<file path="src/rtl/voice_phase_scheduler.sv">
// Voice allocator plus a time-multiplexed phase accumulator.
// A sample tick sweeps every voice once and emits one updated phase per cycle.
module voice_phase_scheduler #(
   parameter int WORD_BITS  = 32,
   parameter int NUM_VOICES = 8,
   parameter int NOTE_BITS  = 7,
   localparam int VW        = $clog2(NUM_VOICES)
) (
   input  logic                  clk_i,
   input  logic                  rst_i,
   input  logic                  sample_tick_i,
   input  logic                  note_valid_i,
   output logic                  note_ready_o,
   input  logic                  note_on_i,
   input  logic [NOTE_BITS-1:0]  note_id_i,
   input  logic [WORD_BITS-1:0]  phase_inc_i,
   output logic                  phase_valid_o,
   output logic [VW-1:0]         voice_o,
   output logic [WORD_BITS-1:0]  phase_o,
   output logic                  gate_o,
   output logic                  frame_done_o,
   output logic [NUM_VOICES-1:0] voice_active_o,
   output logic                  overrun_o
);

   localparam logic [0:0]    ST_IDLE    = 1'b0;
   localparam logic [0:0]    ST_SWEEP   = 1'b1;
   localparam logic [VW-1:0] LAST_VOICE = VW'(NUM_VOICES - 1);

   logic [0:0]            state_q, state_d;
   logic [VW-1:0]         cnt_q, cnt_d;
   logic [VW-1:0]         steal_q, steal_d;
   logic [WORD_BITS-1:0]  phase_q [NUM_VOICES];
   logic [WORD_BITS-1:0]  phase_d [NUM_VOICES];
   logic [WORD_BITS-1:0]  inc_q   [NUM_VOICES];
   logic [WORD_BITS-1:0]  inc_d   [NUM_VOICES];
   logic [NOTE_BITS-1:0]  note_q  [NUM_VOICES];
   logic [NOTE_BITS-1:0]  note_d  [NUM_VOICES];
   logic [NUM_VOICES-1:0] active_q, active_d;

   logic                  out_valid_q, out_valid_d;
   logic [VW-1:0]         out_voice_q, out_voice_d;
   logic [WORD_BITS-1:0]  out_phase_q, out_phase_d;
   logic                  out_gate_q, out_gate_d;
   logic                  frame_done_q, frame_done_d;
   logic                  overrun_q, overrun_d;

   logic                  accept;
   logic                  hit, free;
   logic [VW-1:0]         hit_idx, free_idx, tgt_idx;
   logic                  issue_en;
   logic [VW-1:0]         issue_idx;
   logic [WORD_BITS-1:0]  phase_nx;

   // Inactive voices are parked at phase 0 so a later allocation starts clean.
   function automatic logic [WORD_BITS-1:0] next_phase(
      input logic [WORD_BITS-1:0] ph,
      input logic [WORD_BITS-1:0] inc,
      input logic                 act
   );
      return act ? (ph + inc) : '0;
   endfunction

   // Downward scan leaves the lowest matching index in each result.
   always_comb begin
      hit      = 1'b0;
      hit_idx  = '0;
      free     = 1'b0;
      free_idx = '0;
      for (int v = NUM_VOICES - 1; v >= 0; v--) begin
         if (active_q[v] && (note_q[v] == note_id_i)) begin
            hit     = 1'b1;
            hit_idx = VW'(v);
         end
         if (!active_q[v]) begin
            free     = 1'b1;
            free_idx = VW'(v);
         end
      end
   end

   always_comb begin
      state_d      = state_q;
      cnt_d        = cnt_q;
      steal_d      = steal_q;
      phase_d      = phase_q;
      inc_d        = inc_q;
      note_d       = note_q;
      active_d     = active_q;
      overrun_d    = overrun_q;
      out_valid_d  = 1'b0;
      out_voice_d  = '0;
      out_phase_d  = '0;
      out_gate_d   = 1'b0;
      frame_done_d = 1'b0;
      tgt_idx      = '0;
      issue_en     = 1'b0;
      issue_idx    = '0;
      phase_nx     = '0;
      accept       = note_valid_i && (state_q == ST_IDLE);

      if (accept) begin
         if (note_on_i) begin
            if (hit) begin
               tgt_idx = hit_idx;
            end else if (free) begin
               tgt_idx = free_idx;
            end else begin
               tgt_idx = steal_q;
               steal_d = steal_q + VW'(1);
            end
            phase_d[tgt_idx]  = '0;
            inc_d[tgt_idx]    = phase_inc_i;
            note_d[tgt_idx]   = note_id_i;
            active_d[tgt_idx] = 1'b1;
         end else begin
            for (int v = 0; v < NUM_VOICES; v++) begin
               if (active_q[v] && (note_q[v] == note_id_i)) begin
                  active_d[v] = 1'b0;
                  phase_d[v]  = '0;
               end
            end
         end
      end

      case (state_q)
         ST_IDLE: begin
            if (sample_tick_i) begin
               issue_en  = 1'b1;
               issue_idx = '0;
               state_d   = ST_SWEEP;
            end
         end
         ST_SWEEP: begin
            if (sample_tick_i) overrun_d = 1'b1;
            if (cnt_q == LAST_VOICE) begin
               state_d = ST_IDLE;
            end else begin
               issue_en  = 1'b1;
               issue_idx = cnt_q + VW'(1);
            end
         end
         default: state_d = ST_IDLE;
      endcase

      // Sweep reads the post-note view, so a same-edge accept is already visible.
      if (issue_en) begin
         phase_nx           = next_phase(phase_d[issue_idx], inc_d[issue_idx], active_d[issue_idx]);
         phase_d[issue_idx] = phase_nx;
         cnt_d              = issue_idx;
         out_valid_d        = 1'b1;
         out_voice_d        = issue_idx;
         out_phase_d        = phase_nx;
         out_gate_d         = active_d[issue_idx];
         frame_done_d       = (issue_idx == LAST_VOICE);
      end
   end

   always_ff @(posedge clk_i) begin
      if (rst_i) begin
         state_q      <= ST_IDLE;
         cnt_q        <= '0;
         steal_q      <= '0;
         active_q     <= '0;
         out_valid_q  <= 1'b0;
         out_voice_q  <= '0;
         out_phase_q  <= '0;
         out_gate_q   <= 1'b0;
         frame_done_q <= 1'b0;
         overrun_q    <= 1'b0;
         for (int v = 0; v < NUM_VOICES; v++) begin
            phase_q[v] <= '0;
            inc_q[v]   <= '0;
            note_q[v]  <= '0;
         end
      end else begin
         state_q      <= state_d;
         cnt_q        <= cnt_d;
         steal_q      <= steal_d;
         active_q     <= active_d;
         out_valid_q  <= out_valid_d;
         out_voice_q  <= out_voice_d;
         out_phase_q  <= out_phase_d;
         out_gate_q   <= out_gate_d;
         frame_done_q <= frame_done_d;
         overrun_q    <= overrun_d;
         phase_q      <= phase_d;
         inc_q        <= inc_d;
         note_q       <= note_d;
      end
   end

   assign note_ready_o   = (state_q == ST_IDLE);
   assign phase_valid_o  = out_valid_q;
   assign voice_o        = out_voice_q;
   assign phase_o        = out_phase_q;
   assign gate_o         = out_gate_q;
   assign frame_done_o   = frame_done_q;
   assign voice_active_o = active_q;
   assign overrun_o      = overrun_q;

endmodule

</file>
<file path="config.mk">
export PLATFORM = sky130hd
export DESIGN_NAME = voice_phase_scheduler
export DESIGN_NICKNAME = d
export VERILOG_FILES = /design/src/rtl/voice_phase_scheduler.sv
export SDC_FILE = /design/constraint.sdc
export NUM_CORES = 1
export LEC_CHECK = 0
export CAP_MARGIN = 25
export CORE_ASPECT_RATIO = 0.8
export CORE_MARGIN = 2
export CORE_UTILIZATION = 35
export CTS_CLUSTER_DIAMETER = 100
export DETAILED_ROUTE_END_ITERATION = 8
export DONT_BUFFER_PORTS = 1
export SYNTH_ARGS = -nofsm -noshare
export SYNTH_HDL_FRONTEND = slang
export SYNTH_SLANG_ARGS = --single-unit
</file>
<file path="constraint.sdc">
create_clock -name clk_i -period 8.71 [get_ports clk_i]
set_input_delay 0.4355 -clock clk_i [delete_from_list [all_inputs] [get_ports clk_i]]
set_output_delay 0.4355 -clock clk_i [all_outputs]
set_load 0.01 [all_outputs]
</file>
==> summary.txt, run 1 <==
Yosys
  • Post-Syn Nets: 3339
  • Seq/Total Area, Yosys: 44.6%
  • Synth Area in Adders: 1.60%
  • Synth warn: 0
  • Post-synth EDFFs: 0
  • FF+latch count, synth: 621
  • Ys flop type: dfxtp_1
  • Library cells used by synthesis: 73
  • Syn Std Cell Area: 27900 um2
  • Post-synthesis average cell area: 8.54 um2
  • Mux contribution to synthesized area: 11.4%
  • Largest family of logic cells by synthesized area: simple AND/OR/NAND/NOR gates
  • Cells after Synth: 3260
  • Post-Synth XOR/XNOR Area: 2.76%
  • Fraction of registers with async set/reset: 0%
  • Post-synthesis simple-gate area fraction: 19.0%
  • Synth Area in Compound Gates: 15.8%

Detailed routing
  • Vias: 24028
  • Number of detailed-route iterations in the first pass: 6
  • WL per Instance: 22.5 um
  • DRT iter0 DRCs: 3024
  • Vias per cell: 5.72
  • Drt drc: 0
  • WL final: 94700 um
  • DRT antenna net count: 0

Setup path
  • Crit path max fanout: 23
  • Crit-path cells: xnor2_1 -> nand4_1 -> nor4_1 -> nor4_4 -> a32oi_2 -> nand2_2 -> nand2_2 -> buf_4 -> mux2i_1 -> a22oi_1 -> and3_1 -> fa_1 -> a21o_1 -> a21oi_1 -> o21ai_0 -> a21oi_1 -> o22ai_1 -> o41ai_1 -> o21bai_1 -> a31o_2 -> a21oi_1 -> xnor2_1 -> a22oi_1 -> nor2_1
  • Crit path DAT: 8.12 ns
  • Setup crit start kind: flop
  • CP Capture Type: flop
  • CP most frequent cell: a21oi_1
  • WP data required: 9.23 ns
  • CP max-delay cell: nor4_1
  • CP peak stage delay: 0.78 ns
  • CP Class: flop to flop

Global routing
  • Antenna violations before repair: 3
  • Remaining global-route overflow: 0
  • First-pass GRT wire length: 142000 um
  • Gr busiest metal: met2
  • Met2 GRT Util: 32.3%
  • Largest net degree at the start of global routing: 310
  • Met1 usage: 31.7%
  • Vias in the first global route: 22071
  • Met3 Use GR: 5.95%
  • GRT Total Usage: 22.3%

CTS
  • Root Buffer: clkbuf_16
  • # clock sinks: 621
  • Setup repair bufs after CTS: 0
  • Htree depth: 3
  • Num CTS Buffers: 67
  • Max Root-Sink Buffers: 3
  • CTS tree: yes
  • Worst-path clk slew: 0.06 ns
  • Worst-Skew Late Latency: 0.61 ns

Floorplan
  • Die width: 319 um
  • # IOs: 92
  • Starting Density: 35.3%
  • Core Footprint: 78900 um2
  • Die Y-Extent: 256 um
  • Die area: 81900 um2
  • Row count: 92

Power and ir drop
  • Power Density: 202 nW/um2
  • Sw Pwr: 1.67 mW
  • Clock Power Share: 44.1%
  • Worst VDD drop: 125 uV
  • Pint: 4.64 mW
  • Logic pwr share: 10.2%
  • Sw frac: 26.4%
  • Power, Total: 6.31 mW
  • Seq pwr share: 45.7%
  • Cell leakage power: 12.7 nW

Layout
  • Filler instances: 7886
  • Share of post-route cells with drive strength above 1: 7.32%
  • Layout area overhead: 11.8%
  • Nets: 3202
  • Core Util, Final: 39.5%
  • Fin area: 31200 um2

Placement
  • GP Congestion: 0.915
  • I/O Buffers: 0
  • Post-DP HPWL: 58500 um
  • Placed cell area: 28600 um2

STA
  • Final setup viols: 0
  • Worst-Margin Slew: 1.30 ns
  • Fin crit period: 7.60 ns
  • Peak Freq: 132 MHz
  • Final Cycle Share: 87.3%
  • RSZ-0062 raised after global routing: no
  • Smallest hold slack: 0.0175 ns
  • Hold Fails Final Rpt: 0
  • Max_slew headroom: 13.1%
  • Slew Viols, Final: 0
  • Setup TNS: 0 ns
  • Fin Clk Skew: 0.0207 ns

Job
  • Max-Cap Viols: 0

Hold path
  • Hold Path Class: input port to flop

Outcome
  • Outcome: completed
## repair_timing
action | in CTS | in global routing
hold buffers | 47 | 0
hold endpoints to repair | 405 | 0
resized for setup | 0 | 0
## cells by family after synthesis
group | Yosys count
xor gates and xnor gates | 87
buffers and inverters | 339
DFF | 621
and+or+nand+nor | 1168
muxes | 315
adders and majority gates | 35
AOI/OAI and AO/OA | 695
## flip-flops by register name, summed over array words and instances, names as in the netlist, 3 cells and up
register        flops
inc_q             256
phase_q           256
note_q             56
phase_o            32
voice_active_o      8
cnt_q               3
steal_q             3
voice_o             3
## critical path, delay by kind of cell (launching register included)
kind	cells	cell delay [ns]
flops	1	0.34
simple gates	7	2.43
xor+xnor	2	0.54
mux	1	0.27
fa+ha+maj	1	0.45
compound gates	12	3.07
buf+inv	1	0.40
## final cells by class
| class | instances | area [um2] | area share, % |
|---|---|---|---|
| multi-input cells | 2300 | 14200 | 45.7 |
| flip-flops and latches | 621 | 12400 | 39.9 |
| repair buffers | 113 | 1010 | 3.24 |
| well taps | 1034 | 1290 | 4.15 |
| diodes | 1 | 2.50 | 0.00803 |
| clock inverters | 18 | 181 | 0.582 |
| inverters | 20 | 75.1 | 0.241 |
| clock buffers | 97 | 1920 | 6.16 |
## path summary, 6_finish.rpt
path / startpoint / to / slack, ns / cells after the start
worst max-delay path: note_q[15]$_SDFFE_PP0P_ / phase_q[188]$_SDFF_PP0_ / 1.11 / 24
worst min-delay path: phase_inc_i[30] / inc_q[126]$_SDFF_PP0_ / 0.02 / 2
worst max register to register: note_q[15]$_SDFFE_PP0P_ / phase_q[188]$_SDFF_PP0_ / 1.11 / 24
worst min register to register: phase_q[215]$_SDFF_PP0_ / phase_q[215]$_SDFF_PP0_ / 0.46 / 2
## metal layers
metal	wire, um	vias up	share of wire, %
met5	27	-	0.029
met4	2880	4	3.0
met3	9410	162	9.9
met2	39500	1095	42
met1	42800	11597	45
li1	-	11170	-
## per-stage QoR
stage,instances,worst slack [ns]
after CTS,4203,1.15
after floorplan,3260,2.21
after detailed placement,4041,1.08
final,4204,1.11
after global routing,4204,0.517
after global placement,4041,1.22
## cell usage in the layout (no fill, tap or decap), types with 62 or more instances in the layout
master	instances
clkbuf_16	67
a21oi_1	397
nand2_1	259
buf_4	64
a22oi_1	63
nor2_1	429
mux2i_1	295
dfxtp_1	621
a22o_1	62
and3_1	68
nand3_1	259
## cell usage after synthesis, types with 4 or more instances
cell        n  area, um2
a21o_1      9       67.6
a21oi_1   399       2000
a222oi_1   41        410
a22o_1     62        543
a22oi_1    66        495
a31oi_1     9       56.3
a32oi_1    12        105
and2_1     27        169
and3_1     68        425
and4_1      9       78.8
buf_1      19       71.3
buf_2      57        285
clkbuf_1  242        908
dfxtp_1   621      12400
ha_1       34        425
inv_1      20       75.1
mux2_2     20        225
mux2i_1   295       2950
nand2_1   264        991
nand2b_1   10       62.6
nand3_1   260       1300
nand4_1    11       68.8
nand4b_1    5       43.8
nor2_1    435       1630
nor2b_1     7       43.8
nor3_1     25        125
nor4_1     18        113
o21a_1     10       75.1
o21ai_0    24        120
o21ai_1     5       25.0
o21bai_1    8       60.1
o22ai_1     7       43.8
o31ai_1     9       67.6
or2_2       4       25.0
or3_1       9       56.3
xnor2_1    43        377
xor2_1     43        377
## power groups by stage
stage	registers [mW]	logic, mW	clock network (mW)
floorplan	2.94	0.407	0
global placement	2.95	0.555	0
detailed placement	2.95	0.554	0
CTS	2.88	0.620	2.82
global route	2.89	0.674	2.94
finish	2.88	0.640	2.78
Note: power is estimated with default switching activity, not from simulation.
==> inputs of run 2 (changes only) <==
--- a/config.mk
+++ b/config.mk
@@ -12,6 +12,7 @@
 export CTS_CLUSTER_DIAMETER = 100
 export DETAILED_ROUTE_END_ITERATION = 8
 export DONT_BUFFER_PORTS = 1
+export GPL_ROUTABILITY_DRIVEN = 0
 export SYNTH_ARGS = -nofsm -noshare
 export SYNTH_HDL_FRONTEND = slang
 export SYNTH_SLANG_ARGS = --single-unit
==> constraint.sdc (replaced) <==
create_clock -name clk_i -period 7.3 [get_ports clk_i]
set_input_delay 0.365 -clock clk_i [delete_from_list [all_inputs] [get_ports clk_i]]
set_output_delay 0.365 -clock clk_i [all_outputs]
set_load 0.01 [all_outputs]
==> summary.txt, run 2 (synthesis results as in run 1) <==
Outcome
  • Outcome: completed

Setup path
  • CP peak stage delay: 0.44 ns
  • Crit path max fanout: 19
  • CP max-delay cell: nor4_4
  • WP data required: 7.84 ns
  • CP most frequent cell: a21oi_1
  • Crit path DAT: 7.46 ns
  • CP Capture Type: flop
  • CP Class: flop to flop
  • Setup crit start kind: flop

Power and ir drop
  • Power Density: 238 nW/um2
  • Worst VDD drop: 173 uV
  • Cell leakage power: 14.2 nW

STA
  • Worst-Margin Slew: 1.06 ns
  • Smallest hold slack: 0.134 ns
  • Max_slew headroom: 29.4%
  • Final Cycle Share: 94.8%
  • Final setup viols: 0
  • Hold Fails Final Rpt: 0
  • Peak Freq: 145 MHz
  • Slew Viols, Final: 0
  • Fin crit period: 6.92 ns
  • Fin Clk Skew: 0.0269 ns

Global routing
  • GRT Total Usage: 22.7%
  • Largest net degree at the start of global routing: 419
  • Remaining global-route overflow: 0
  • Antenna violations before repair: 11
  • First-pass GRT wire length: 146000 um
  • Vias in the first global route: 22927

Floorplan
  • Starting Density: 35.3%
  • # IOs: 92
  • Row count: 92
  • Die width: 319 um
  • Core Footprint: 78900 um2
  • Die Y-Extent: 256 um
  • Die area: 81900 um2

Detailed routing
  • DRT iter0 DRCs: 2901
  • Vias: 24936
  • WL final: 96600 um
  • WL per Instance: 21.9 um
  • Vias per cell: 5.65
  • Number of detailed-route iterations in the first pass: 7
  • Drt drc: 0
  • DRT antenna net count: 0

CTS
  • Worst-Skew Late Latency: 0.64 ns
  • Max Root-Sink Buffers: 3
  • Worst-path clk slew: 0.06 ns
  • Num CTS Buffers: 70
  • # clock sinks: 621
  • Root Buffer: clkbuf_16
  • Htree depth: 3
  • CTS tree: yes

Layout
  • Layout area overhead: 20.2%
  • Nets: 3394
  • Commonest non-fill, non-tap cell in the layout: dfxtp_1
  • Core Util, Final: 42.5%
  • Regs by FF count: inc_q: 256 flops, phase_q: 256 flops, note_q: 56 flops
  • Multi-input logic area: 14300 um2
  • FF+latch area: 12400 um2
  • Share of post-route cells with drive strength above 1: 8.48%
  • Filler instances: 7720
  • Layout Cells excl Fill: 4412
  • Leading cell types in the layout, fill and taps excluded: 621 x dfxtp_1, 428 x nor2_1, 397 x a21oi_1

Placement
  • I/O Buffers: 0
  • Placed Cells incl. Taps: 4058
  • Post-DP HPWL: 58400 um

Job
  • Max-Cap Viols: 0

Hold path
  • Hold Path Class: input port to flop
-- run 2: cell count changes in the layout (fill, tap and decap cells not counted), sizes merged, moves of 2 or more --
cell	previous run	this run
dlygate4sd3	46	206
clkinv	12	21
bufinv	2	6
inv	24	22
clkbuf	97	99
diode	1	6
buf	67	96
-- run 2: worst paths after layout --
| check | slack [ns] | to | cells past startpoint | start |
|---|---|---|---|---|
| worst max register to register | 0.38 | phase_q[188]$_SDFF_PP0_ | 26 | note_q[21]$_SDFFE_PP0P_ |
| worst max-delay path | 0.38 | phase_q[188]$_SDFF_PP0_ | 26 | note_q[21]$_SDFFE_PP0P_ |
| worst min-delay path | 0.13 | voice_o[2]$_SDFF_PP0_ | 2 | rst_i |
| worst min register to register | 0.46 | phase_q[215]$_SDFF_PP0_ | 2 | phase_q[215]$_SDFF_PP0_ |
-- run 2: critical path, delay by kind of cell, from the launching register on --
family | cells | cell delay, ns
fa+ha+maj | 1 | 0.40
flops | 1 | 0.35
simple gates | 7 | 1.78
buf+inv | 3 | 0.73
xor+xnor | 2 | 0.58
compound gates | 13 | 2.99
-- run 2: where the power goes --
group	internal (mW)	switching, mW	leakage (nW)	total [mW]
clock network	2.18	1.54	1.21	3.73
logic	0.231	0.559	7.95	0.789
registers	3.42	0.0204	5.01	3.44
-- run 2: final cells by class --
| type | count | area share (%) |
|---|---|---|
| antenna | 6 | 0.0448 |
| clock buffer | 99 | 6.06 |
| clock inverter | 30 | 1.24 |
| inverter | 20 | 0.224 |
| multi-input combinational | 2300 | 42.6 |
| sequential | 621 | 37.1 |
| tap | 1034 | 3.86 |
| timing repair buffer | 302 | 8.85 |
-- run 2: timing repair --
item,in CTS,in global routing
hold endpoints to repair,586,0
endpoints found under the setup margin,0,44
gates resized for setup,0,10
buffers inserted,0,11
hold buffers,207,0
-- run 2: layer usage --
layer	global-route usage, %	wire (um)
met1	33.2	44100
met2	33.1	40700
met3	4.88	9170
met4	7.25	2560
met5	0	77
-- run 2: per-stage QoR --
step | setup WS (ns) | area (um2) | setup TNS [ns] | total power [mW]
after detailed placement | 0.345 | 28800 | 0 | 4.19
final | 0.382 | 33500 | 0 | 7.96
after floorplan | 0.870 | 27900 | 0 | 4.00
after global routing | -0.00132 | 33500 | -0.00132 | 8.19
after global placement | 0.381 | 28800 | 0 | 4.19
after CTS | 0.111 | 33300 | 0 | 7.98
